**src/rtl/vga_gfx_pixel_gen.sv**
```systemverilog
// Pixel stage for the 1024x768 VGA timing chain: 32x16-cell 1bpp bitmap,
// 2-colour palette and a blinking cursor cell. Every output lags its inputs
// by exactly two pixel clocks so rgb stays aligned with the delayed syncs.
module vga_gfx_pixel_gen #(
  parameter int unsigned BLINK_BIT = 4
) (
  input  logic        clk,
  input  logic        rst_n,
  input  logic [10:0] x,
  input  logic [4:0]  y_hi,
  input  logic [5:0]  y_lo,
  input  logic        hsync_in,
  input  logic        vsync_in,
  input  logic        blank_in,
  input  logic        wr_en,
  input  logic [4:0]  wr_addr,
  input  logic [31:0] wr_data,
  output logic [5:0]  rgb,
  output logic        hsync_out,
  output logic        vsync_out,
  output logic        frame_irq,
  output logic [7:0]  frame_count
);

  localparam logic [4:0] AddrPalette = 5'd16;
  localparam logic [4:0] AddrCursor  = 5'd17;

  // CPU-visible state
  logic [31:0] bitmap_q [16];
  logic [5:0]  bg_q, fg_q;
  logic [4:0]  cur_col_q;
  logic [3:0]  cur_row_q;
  logic        cur_en_q;

  // Stage 1 registers
  logic        s1_cell_q, s1_blank_q, s1_hsync_q, s1_vsync_q;

  // Stage 2 / frame registers (drive outputs directly)
  logic [5:0]  rgb_q;
  logic        hsync_q, vsync_q, frame_irq_q;
  logic [7:0]  frame_count_q;

  logic [31:0] row_bits;
  logic        cursor_hit;
  logic        cell_d;
  logic        vsync_fall;

  // y_lo is part of the timing-gen bus but cells are a whole band tall; the
  // top address bits only matter while blanked, where the lookup is ignored.
  logic unused_bits;
  assign unused_bits = ^{y_lo, y_hi[4], x[10]};

  // Stage-1 cell fetch with cursor inversion during the blink-on phase
  always_comb begin
    row_bits   = bitmap_q[y_hi[3:0]];
    cursor_hit = cur_en_q && (y_hi[3:0] == cur_row_q) && (x[9:5] == cur_col_q) &&
                 frame_count_q[BLINK_BIT];
    cell_d     = row_bits[x[9:5]] ^ cursor_hit;
  end

  // Register file writes; pixels fetched in the same cycle see the old value
  always_ff @(posedge clk) begin
    if (!rst_n) begin
      for (int i = 0; i < 16; i++) bitmap_q[i] <= '0;
      bg_q      <= 6'h00;
      fg_q      <= 6'h3F;
      cur_col_q <= '0;
      cur_row_q <= '0;
      cur_en_q  <= 1'b0;
    end else if (wr_en) begin
      if (!wr_addr[4]) begin
        bitmap_q[wr_addr[3:0]] <= wr_data;
      end else if (wr_addr == AddrPalette) begin
        bg_q <= wr_data[5:0];
        fg_q <= wr_data[13:8];
      end else if (wr_addr == AddrCursor) begin
        cur_col_q <= wr_data[4:0];
        cur_row_q <= wr_data[11:8];
        cur_en_q  <= wr_data[16];
      end
    end
  end

  // Two-stage pixel pipeline; reset flushes in-flight pixels to blank
  always_ff @(posedge clk) begin
    if (!rst_n) begin
      s1_cell_q  <= 1'b0;
      s1_blank_q <= 1'b1;
      s1_hsync_q <= 1'b1;
      s1_vsync_q <= 1'b1;
      rgb_q      <= '0;
      hsync_q    <= 1'b1;
      vsync_q    <= 1'b1;
    end else begin
      s1_cell_q  <= cell_d;
      s1_blank_q <= blank_in;
      s1_hsync_q <= hsync_in;
      s1_vsync_q <= vsync_in;
      rgb_q      <= s1_blank_q ? 6'h00 : (s1_cell_q ? fg_q : bg_q);
      hsync_q    <= s1_hsync_q;
      vsync_q    <= s1_vsync_q;
    end
  end

  // vsync_out is about to fall on this edge when it is high and stage 1 is low
  assign vsync_fall = vsync_q & ~s1_vsync_q;

  // Frame pulse and counter update on the same edge that drops vsync_out
  always_ff @(posedge clk) begin
    if (!rst_n) begin
      frame_irq_q   <= 1'b0;
      frame_count_q <= '0;
    end else begin
      frame_irq_q <= vsync_fall;
      if (vsync_fall) frame_count_q <= frame_count_q + 8'd1;
    end
  end

  assign rgb         = rgb_q;
  assign hsync_out   = hsync_q;
  assign vsync_out   = vsync_q;
  assign frame_irq   = frame_irq_q;
  assign frame_count = frame_count_q;

endmodule

```
**config.mk**
```make
export PLATFORM = sky130hd
export DESIGN_NAME = vga_gfx_pixel_gen
export DESIGN_NICKNAME = d
export VERILOG_FILES = /design/src/rtl/vga_gfx_pixel_gen.sv
export SDC_FILE = /design/constraint.sdc
export NUM_CORES = 1
export LEC_CHECK = 0
export ABC_AREA = 1
export CAP_MARGIN = 20
export CORE_MARGIN = 1
export CORE_UTILIZATION = 56
export CTS_BUF_LIST = sky130_fd_sc_hd__clkbuf_4 sky130_fd_sc_hd__clkbuf_8
export CTS_CLUSTER_DIAMETER = 200
export DETAILED_ROUTE_END_ITERATION = 8
export PLACE_DENSITY_LB_ADDON = 0.25
export SKIP_LAST_GASP = 1
export SLEW_MARGIN = 10
export SYNTH_ARGS = -nofsm -noshare
export SYNTH_HDL_FRONTEND = slang
export SYNTH_SLANG_ARGS = --single-unit
```
**constraint.sdc**
```tcl
create_clock -name clk -period 7.4 [get_ports clk]
set_input_delay 1.48 -clock clk [delete_from_list [all_inputs] [get_ports clk]]
set_output_delay 1.48 -clock clk [all_outputs]
set_load 0.01 [all_outputs]
```
==> metrics.txt <==
status complete, no violations; residual DRC count 0; largest net degree at the start of global routing 170; Clock Pin Slew Worst Setup and Hold Paths 60 ps; Pleak 10.5 nW; vias in the first global route 18,335; Setup Crit Path Kind in -> reg; Power Dens Cells 247 nW/um^2; clock skew 24.1 ps; top sig layer met4; # H-tree levels 3; final net count 2,589; core area 43,400 sq um; ANT nets after route 0; maximum clock path buffer count 3; vias after detailed routing 18,781; Root Driver clkbuf_8; Highest Clock Rate 220 MHz; Diodes inserted 0; CP startpoint kind input pin; clock sinks 555; Area Growth Syn to Fin 9.89%; fin cells 3,177; Placed Cells 3,013; die area 45,100 sq um; P_int 0.00508 W; MaxCap Viol Count 0; measured slew at the worst slew-check pin 1170 ps; ratio of cells with drive above 1 in the final layout 8.29%; final worst path period need 4550 ps; row cnt 76; initial antenna violation count 0; number of synthesized register bits 555; DR WL met2 32,200 microns; first-pass GRT wire length 105,000 microns; Slew Limit Fails 0; Peak VDD IR 0.161 mV; Worst Hold Class reg -> reg; Syn Area/Cell 9.78 sq um; Total Wirelength 70,000 microns; IO Port Bufs 68; Setup TNS Final 0 ps; all-layer global routing usage 31.7%; Initial Util 57.1%; pre-CTS WS 2300 ps; Reg power frac 54.0%; Net Sw Power 0.00164 W; insertion delay to the later sink of the worst-skew pair 670 ps; min setup slack post-route 2850 ps; clock share of power 37.9%; Final Setup Violations 0; share of the yosys chip area belonging to registers 65.6%; height of the die 212 microns; DP HPWL 35,100 microns; CTS Hold Buffers Added 0; met3 wire len 8320 microns; CTS tree yes; Gate power share 8.2%; CP Data Required Time 7660 ps; most frequent cells in the layout 556 x nand2_1, 526 x nor2_1, 512 x edfxtp_1; Vias/cell 5.91; Syn. warnings 0; Slew HR 21.5%; Post-Syn Nets 2,597; period utilization 61.5%; Final Hold Vio Count 0; Syn Inst Count 2,531; commonest non-fill, non-tap cell in the layout nand2_1; switching share of power 24.4%; Mapped Area 24,800 sq um; critical path peak fanout 44; number of iterations in the first detailed-routing pass 6; wl on met1 27,300 microns; routability cong. 0.812; CP Capture Type flop; Die W 212 microns; distinct cell type count after synthesis 33; CTS buffer count 89; Post-CTS Setup Bufs 0; cts repair resizes 0; routed len/inst 22.0 microns; Initial DRC Count 2,506; worst endpoint data arrival time 4810 ps; # IOs 82; GRT overflow 0; unrepaired setup endpoints after global routing no
-- power by group through the flow --
stage / combinational, W / clock, W / sequential [W]
after floorplan: 0.000356 / 0 / 0.00368
after detailed placement: 0.000534 / 0 / 0.00369
final: 0.000550 / 0.00254 / 0.00362
after CTS: 0.000536 / 0.00255 / 0.00363
after global placement: 0.000521 / 0 / 0.00368
after global routing: 0.000596 / 0.00268 / 0.00364
-- metrics by stage --
step	hold slack (ps)	util, %	power [W]	instance area [sq um]
after detailed placement	402	58.6	0.00422	25400
after CTS	421	62.6	0.00671	27100
after global routing	451	62.8	0.00691	27200
final	423	62.8	0.00672	27200
after global placement	396	58.6	0.00420	25400
after floorplan	392	-	0.00404	24800
-- state kept, by name (all words and copies together) (netlist names), 4 cells and up --
register	count
bitmap_q	512
rgb	6
cur_col_q	5
fg_q	6
bg_q	6
cur_row_q	4
frame_count	8
-- final cells by class --
type                            instances  area [sq um]
Clock buffer                          129          1560
Clock inverter                         31           145
Timing Repair Buffer                  101           990
Inverter                               73           282
Tap cell                              585           732
Sequential cell                       555         16200
Fill cell                            3473         16100
Multi-Input combinational cell       1703          7270
-- critical path, cell delays in order --
cell and delay, ps:
buf_2 80, buf_4 490, nand3b_1 240, nor3_1 530, nand2_2 770, nand2_2 1170
-- cells in the mapped netlist (all sizes together) --
master	n	share of area, %
a2111oi	1	0.035
a21oi	27	0.55
nand2	588	8.9
inv	62	0.95
and3	2	0.051
dfxtp	43	3.5
buf	94	2.7
xor2	1	0.035
nand3	505	10
clkinv	11	0.17
xnor2	1	0.035
o211ai	6	0.18
edfxtp	512	62
clkbuf	106	1.6
nor3	9	0.18
o21a	1	0.030
or2	4	0.10
o21ai	23	0.46
nand3b	1	0.030
ha	1	0.051
nor3b	1	0.030
o2111ai	2	0.071
nor2	527	8.0
o22ai	2	0.051
a211oi	1	0.030
-- kinds of logic (layout without fill, tap and decap cells) --
family                   after synthesis  in the layout  share of synthesized area, %
buffers and inverters                273            334                          5.40
adder cells (fa/ha/maj)                1              1                        0.0505
AO/OA/AOI/OAI                         63             63                          1.41
flip-flops                           555            555                          65.6
XOR/XNOR                               2              2                        0.0707
AND/OR/NAND/NOR                     1637           1637                          27.5
-- path summary, 6_finish.rpt --
path	start	endpoint	slack [ps]	cells after the start
worst min-delay path	s1_hsync_q$_SDFF_PN1_	hsync_out$_SDFF_PN1_	420	1
worst min register to register	s1_hsync_q$_SDFF_PN1_	hsync_out$_SDFF_PN1_	420	1
worst max-delay path	rst_n	bitmap_q[9][20]$_SDFFCE_PN0P_	2850	6
worst max register to register	bitmap_q[15][18]$_SDFFCE_PN0P_	s1_cell_q$_SDFF_PN0_	5490	14
-- layer usage --
layer  vias up  GRT usage, %
met5         -             0
met4         0          13.0
met3       159          5.85
met2      1187          50.0
met1      8927          43.6
li1       8508             -
Power figures use the tool's default switching activity.
